### src/rtl/nanojeff_mem.sv
// Boot memory for the nanojeff CPU: streams a program in from a loader, then serves
// instruction/data reads and CPU writes, with optional write protection of low words.
module nanojeff_mem #(
  parameter int DW       = 8,
  parameter int AW       = 8,
  parameter int RD_REG   = 0,
  parameter int PROT_TOP = 0
) (
  input  logic          clk,
  input  logic          reset,
  input  logic          ld_valid,
  input  logic [DW-1:0] ld_data,
  input  logic          ld_last,
  output logic          ld_ready,
  output logic          cpu_reset,
  input  logic [AW-1:0] iaddr,
  output logic [DW-1:0] inst,
  input  logic [AW-1:0] daddr,
  output logic [DW-1:0] data,
  input  logic          wen,
  input  logic [AW-1:0] waddr,
  input  logic [DW-1:0] wdata,
  output logic          prot_err,
  output logic [AW:0]   ld_count
);

  localparam logic [1:0] S_LOAD = 2'd0;
  localparam logic [1:0] S_HOLD = 2'd1;
  localparam logic [1:0] S_RUN  = 2'd2;

  logic [1:0]    state;
  logic [DW-1:0] mem [2**AW];
  logic          ld_acc;
  logic          cpu_wr;
  logic          prot_hit;

  assign ld_ready  = (state == S_LOAD);
  assign cpu_reset = (state != S_RUN);
  assign ld_acc    = ld_valid && ld_ready;
  assign cpu_wr    = wen && (state == S_RUN);

  generate
    if (PROT_TOP == 0) begin : g_noprot
      assign prot_hit = 1'b0;
    end else begin : g_prot
      assign prot_hit = (32'(waddr) < 32'(PROT_TOP));
    end
  endgenerate

  always_ff @(posedge clk) begin
    if (reset) begin
      state    <= S_LOAD;
      ld_count <= '0;
      prot_err <= 1'b0;
    end else begin
      case (state)
        S_LOAD: begin
          if (ld_acc) begin
            ld_count <= ld_count + (AW+1)'(1);
            // Accepting the top address ends the load even without ld_last.
            if (ld_last || (&ld_count[AW-1:0])) state <= S_HOLD;
          end
        end
        S_HOLD:  state <= S_RUN;
        S_RUN: begin
          if (cpu_wr && prot_hit) prot_err <= 1'b1;
        end
        default: state <= S_LOAD;
      endcase
    end
  end

  // Contents survive reset; reset only blocks writes on its own edge.
  always_ff @(posedge clk) begin
    if (!reset) begin
      if (ld_acc)
        mem[ld_count[AW-1:0]] <= ld_data;
      else if (cpu_wr && !prot_hit)
        mem[waddr] <= wdata;
    end
  end

  generate
    if (RD_REG == 0) begin : g_comb_rd
      assign inst = mem[iaddr];
      assign data = mem[daddr];
    end else begin : g_reg_rd
      always_ff @(posedge clk) begin
        if (reset) begin
          inst <= '0;
          data <= '0;
        end else begin
          inst <= mem[iaddr];
          data <= mem[daddr];
        end
      end
    end
  endgenerate

endmodule
### config.mk
export PLATFORM = sky130hd
export DESIGN_NAME = nanojeff_mem
export DESIGN_NICKNAME = d
export VERILOG_FILES = /design/src/rtl/nanojeff_mem.sv
export SDC_FILE = /design/constraint.sdc
export NUM_CORES = 2
export LEC_CHECK = 0
export CORE_AREA = 4 4 445 447
export DETAILED_ROUTE_END_ITERATION = 7
export DIE_AREA = 0 0 449 451
export PLACE_DENSITY = 0.65
export SLEW_MARGIN = 20
export SYNTH_ARGS = -nofsm -noshare
export SYNTH_HDL_FRONTEND = slang
export SYNTH_SLANG_ARGS = --single-unit
### constraint.sdc
create_clock -name clk -period 5.4 [get_ports clk]
set_clock_uncertainty 0.2 [all_clocks]
set_input_delay 1.08 -clock clk [delete_from_list [all_inputs] [get_ports clk]]
set_output_delay 1.08 -clock clk [all_outputs]
set_load 0.05 [all_outputs]
Word-level counts from Yosys, hierarchy flattened
Memory sizes are Yosys's and may differ from the RTL's. Cells that the tools add are included.

Flip-flop bits (word level): 11. Memory bits (writable): 2048. Input bits: 45. Output and inout port bits: 28. Word-level logic and storage cells: 31. Memories: 1.

$add $sub $neg: 1. Equality and inequality tests: 5. Muxes and demuxes: 13. Bitwise gates (word level): 1. Reduce and logical (&&, ||, !) cells: 8.

Memory list: mem (depth 256, width 8, rd ports 2, clocked after memory_dff 0, write ports 1, RTL line 32) `logic [DW-1:0] mem [2**AW];`.

Operators by type and width (number): 8-bit two-way mux (2); 9-bit by 1-bit adder with 9-bit output, second input constant (1); 1-bit two-way mux (8); 8-bit AND reduction (1); 8-bit OR reduction (1); 2-bit case mux with 3 select lines (1); 2-bit two-way mux (2); 2-bit by 1-bit != test with 1-bit output, second input constant (2); 3-bit AND reduction (1); 2-bit by 1-bit == test with 1-bit output, second input constant (1); 2-bit == test, second input constant (1); 1-bit logical AND (2); 2-bit zero test (1); 2-bit != test, second input constant (1); 2-bit AND reduction (1); 1-bit logical OR (1); 1-bit NOT (1).

Depth between registers and ports, before layout
Depth in word-level cells: 8. Mapped depth: 12. Depth with buffers taken out: 7.

Worst setup path after synthesis
Ideal clock, no wire load.

Path type: input-to-output. Start point: input daddr[0]. End point: output data[4]. Arrival time: 3.959 ns. Data required time: 4.120 ns. Setup slack: 0.161 ns. Cell stages on the path: 11. Path buffers: 5. Cell sequence: buf_6 buf_12 buf_12 buf_12 buf_12 mux2i_1 o221ai_1 nand2_1 a211oi_1 nor3_1 nor4_1.

Cells in the longest elaborated chain, start to end: 1.

Ends and longest elaborated chain: start: declaration (RTL line 18) `input logic [AW-1:0] daddr,`; memory 256 x 8 bit; end: declaration (RTL line 19) `output logic [DW-1:0] data,`.

Every way passes these cells.

Worst setup path after layout
Ends and elaborated chain as after synthesis.

==> summary.md <==
| Metric | Value |
|---|---|
| Status | finished, violations left |
| Violated checks | negative setup slack |
| Fillers | 14230 |
| Period utilisation layout | 101% |
| Power share of the clock group | 41.6% |
| Total Wirelength | 321000 um |
| Slew headroom | 20.5% |
| Primary FF master, synth | edfxtp_1 |
| Drt drc | 0 |
| Min Tclk post-route | 5.43 ns |
| Synth warn | 0 |
| Total GRT Usage | 31.3% |
| Ys async rst share | 0% |
| Clk slew on worst S/H paths | roughly 0.060 ns |
| Number of buffers created by CTS | 212 |
| Largest net degree at the start of global routing | 140 |
| FF/Latch Area | 0.0617 mm2 |
| First-pass GRT wire length | 453000 um |
| Final core occ | 59.0% |
| Max Cap Viol | 0 |
| CTS tree | built |
| Routed WL per cell | 36.3 um |
| Starting Density | 49.6% |
| Chip Height | 451 um |
| Cell-internal power | ~28000 uW |
| CTS H-Tree Depth | 4 |
| Synth cell count leaders | 2048 x edfxtp_1, 838 x mux4_2, 359 x mux2i_1 |
| Netlist cell types | 65 |
| Layout cells sized above 1 | approximately 36% |
| Number of clock sinks | 2059 |
| Req. time, crit path | 4.12 ns |
| Switch share | 23.8% |
| Final ANT Viol Nets | 0 |
| Slowest CP cell | mux4_2 |
| Initial antenna violation count | 15 |
| EDFF count, synth | 2048 |
| GPL Wtd Cong | roughly 1 |
| Worst Hold Class | flop to flop |
| Yosys top cell by area | edfxtp_1 |
| Post-synth net total | 5333 |
| Peak VDD IR | 359 uV |
| Row cnt | 162 |
| DRT iter0 DRCs | 9366 |
| Mean area per synthesized cell | about 18 um2 |
| Worst setup margin | -0.0323 ns |
| Setup Slack @ Placement | -0.666 ns |
| Ports | 73 |
| Drt via density | slightly below 7 |
| Comb pwr share | about 10% |
| GR Overflow Total | 0 |
| Slowest Stage Delay on Critical Path | 0.55 ns |
| CP Data Arrival Time | 4.15 ns |
| Clk Latency, worst-skew pair | a little under 0.9 ns |
| Most frequent cell after synthesis | edfxtp_1 |
| Die span in x | ~450 um |
| CP startpoint kind | input port |
| Min Hold Slack | ~0.28 ns |
| Critical path, cell by cell | buf_8, buf_12, buf_12, mux4_2, o21ai_0, nand3_1, nor3_1, buf_12, nor4_2, buf_12 |
| Multi-input logic area | about 0.033 mm2 |
| Vias | 61418 |
| CTS Hold Bufs | 0 |
| DP HPWL | 221000 um |
| PD cells | 318 mW/mm2 |
| Final net count | between 6000 and 7000 |
| #FFs+latches synth | just over 2000 |
| Crit-path leading delay family | buffers and inverters |
| Critical path's most frequent cell | buf_12 |
| Root Driver | clkbuf_16 |
| Layout area overhead | 18.9% |
| Fin. Hold Viols | 0 |
| Reg power frac | between 40 and 50% |
| Worst path bufs/invs | 5 |
| Maximum clock frequency | 184 MHz |
| Kind of critical path | input port to output pin |
| Final setup vio count | 4 |
| Syn Inst Count | 5287 |
| Top cell type's share of synthesized area | 63.8% |
| Crit-path max FO | 22 |
| Kind of end point of the critical path | output pin |
| Syn Std Cell Area | between 0.09 and 0.1 mm2 |
| Vias in the first global route | 60856 |
| Actual slew at the worst max-slew pin | 1.19 ns |
| Psw | 8690 uW |
| Slew Viols, Final | 0 |
| Synth area leaders | edfxtp_1 64%, mux4_2 20%, mux2i_1 3.7% |
| Max clock buf depth | 3 |
| Die Area | about 0.20 mm2 |
| First-pass DRT Iterations | 8 |
| Leak | 0.0378 uW |
| Sequential cell area fraction in the yosys report | 64.0% |
| Port Buffers | 71 |
| Setup TNS | -0.0700 ns |
| Core Footprint | between 0.15 and 0.2 mm2 |
[timing repair]
| action | CTS | global route |
|---|---|---|
| gates resized for setup | 71 | 54 |
| cloned | 0 | 2 |
| setup endpoints to repair | 16 | 16 |
| setup buffers | 0 | 3 |
| pin swaps | 8 | 8 |
[power by group through the flow]
stage	sequential (uW)	clock, uW	combinational (uW)
floorplan	18000	0	1840
global placement	18000	0	3470
detailed placement	18000	0	3500
CTS	17600	15300	3560
global route	17600	16000	3760
finish	17600	15100	3670
[cells in the final DEF, fill, tap and decap left out, types with 42 or more instances in the layout]
cell type        netlist  final
a21oi_1              169    161
clkinv_2               0     52
clkbuf_16              0    214
mux2i_1              359    359
edfxtp_1            2048   2048
clkdlybuf4s50_1        0     43
mux4_2               838    838
a22oi_1              279    278
buf_4                 60    817
nor2_1               337    323
o21ai_0               47     46
clkbuf_1             140     43
buf_12                 9    131
o22ai_1               95     93
nand2_1              128    126
nor3_1                52     42
nand3_1               66     61
clkinv_1               4     42
o221ai_1              72     69
[final cells by class]
cell class              count  area share (%)
diodes                      7          0.0153
clock buffers             255            4.77
clock inverters           143            1.54
inverters                  14          0.0469
multi-input cells        2802            28.7
flip-flops and latches   2059            53.8
well taps                2542            2.77
repair buffers           1009            8.28
[through the flow]
step                cell area, um2  cells  total power, uW
floorplan                    96400   5287            19800
global placement            107000   8419            21400
detailed placement          107000   8421            21500
CTS                         114000   8819            36400
global route                115000   8826            37400
finish                      115000   8831            36400
[routing by layer]
| metal | part of all wire [%] | global-route usage (%) |
|---|---|---|
| met1 | 37 | 43.7 |
| met2 | 45 | 46.3 |
| met3 | 13 | 8.74 |
| met4 | 5.3 | 14.2 |
| met5 | 0.015 | 0 |
[worst min-delay path, delay by kind of cell (launching register included)]
kind             cells  cell delay (ns)
AO/OA/AOI/OAI        1             0.05
AND/OR/NAND/NOR      1             0.07
flip-flops           1             0.31
[sequential cells by signal (all words and copies together) (netlist names)]
register and cells:
ld_count 9, mem 2048, state 2
[logic make-up after synthesis]
| family | share of synthesized area, % |
|---|---|
| and+or+nand+nor | 3.33 |
| AOI/OAI and AO/OA | 6.30 |
| muxes | 23.4 |
| DFF | 64.0 |
| adders and majority gates | 0.0130 |
| xor gates and xnor gates | 0.0636 |
| other | 0.00389 |
| buffers and inverters | 2.82 |
[final timing paths]
path | depth (start not counted) | slack, ns | from | endpoint
max reg2reg | 8 | 1.25 | state[0] | mem[222][6]
max | 10 | -0.03 | daddr[0] | data[4]
min reg2reg | 2 | 0.28 | state[0] | state[1]
min | 2 | 0.28 | state[0] | state[1]
No activity file was read; power rests on OpenSTA's default activity.
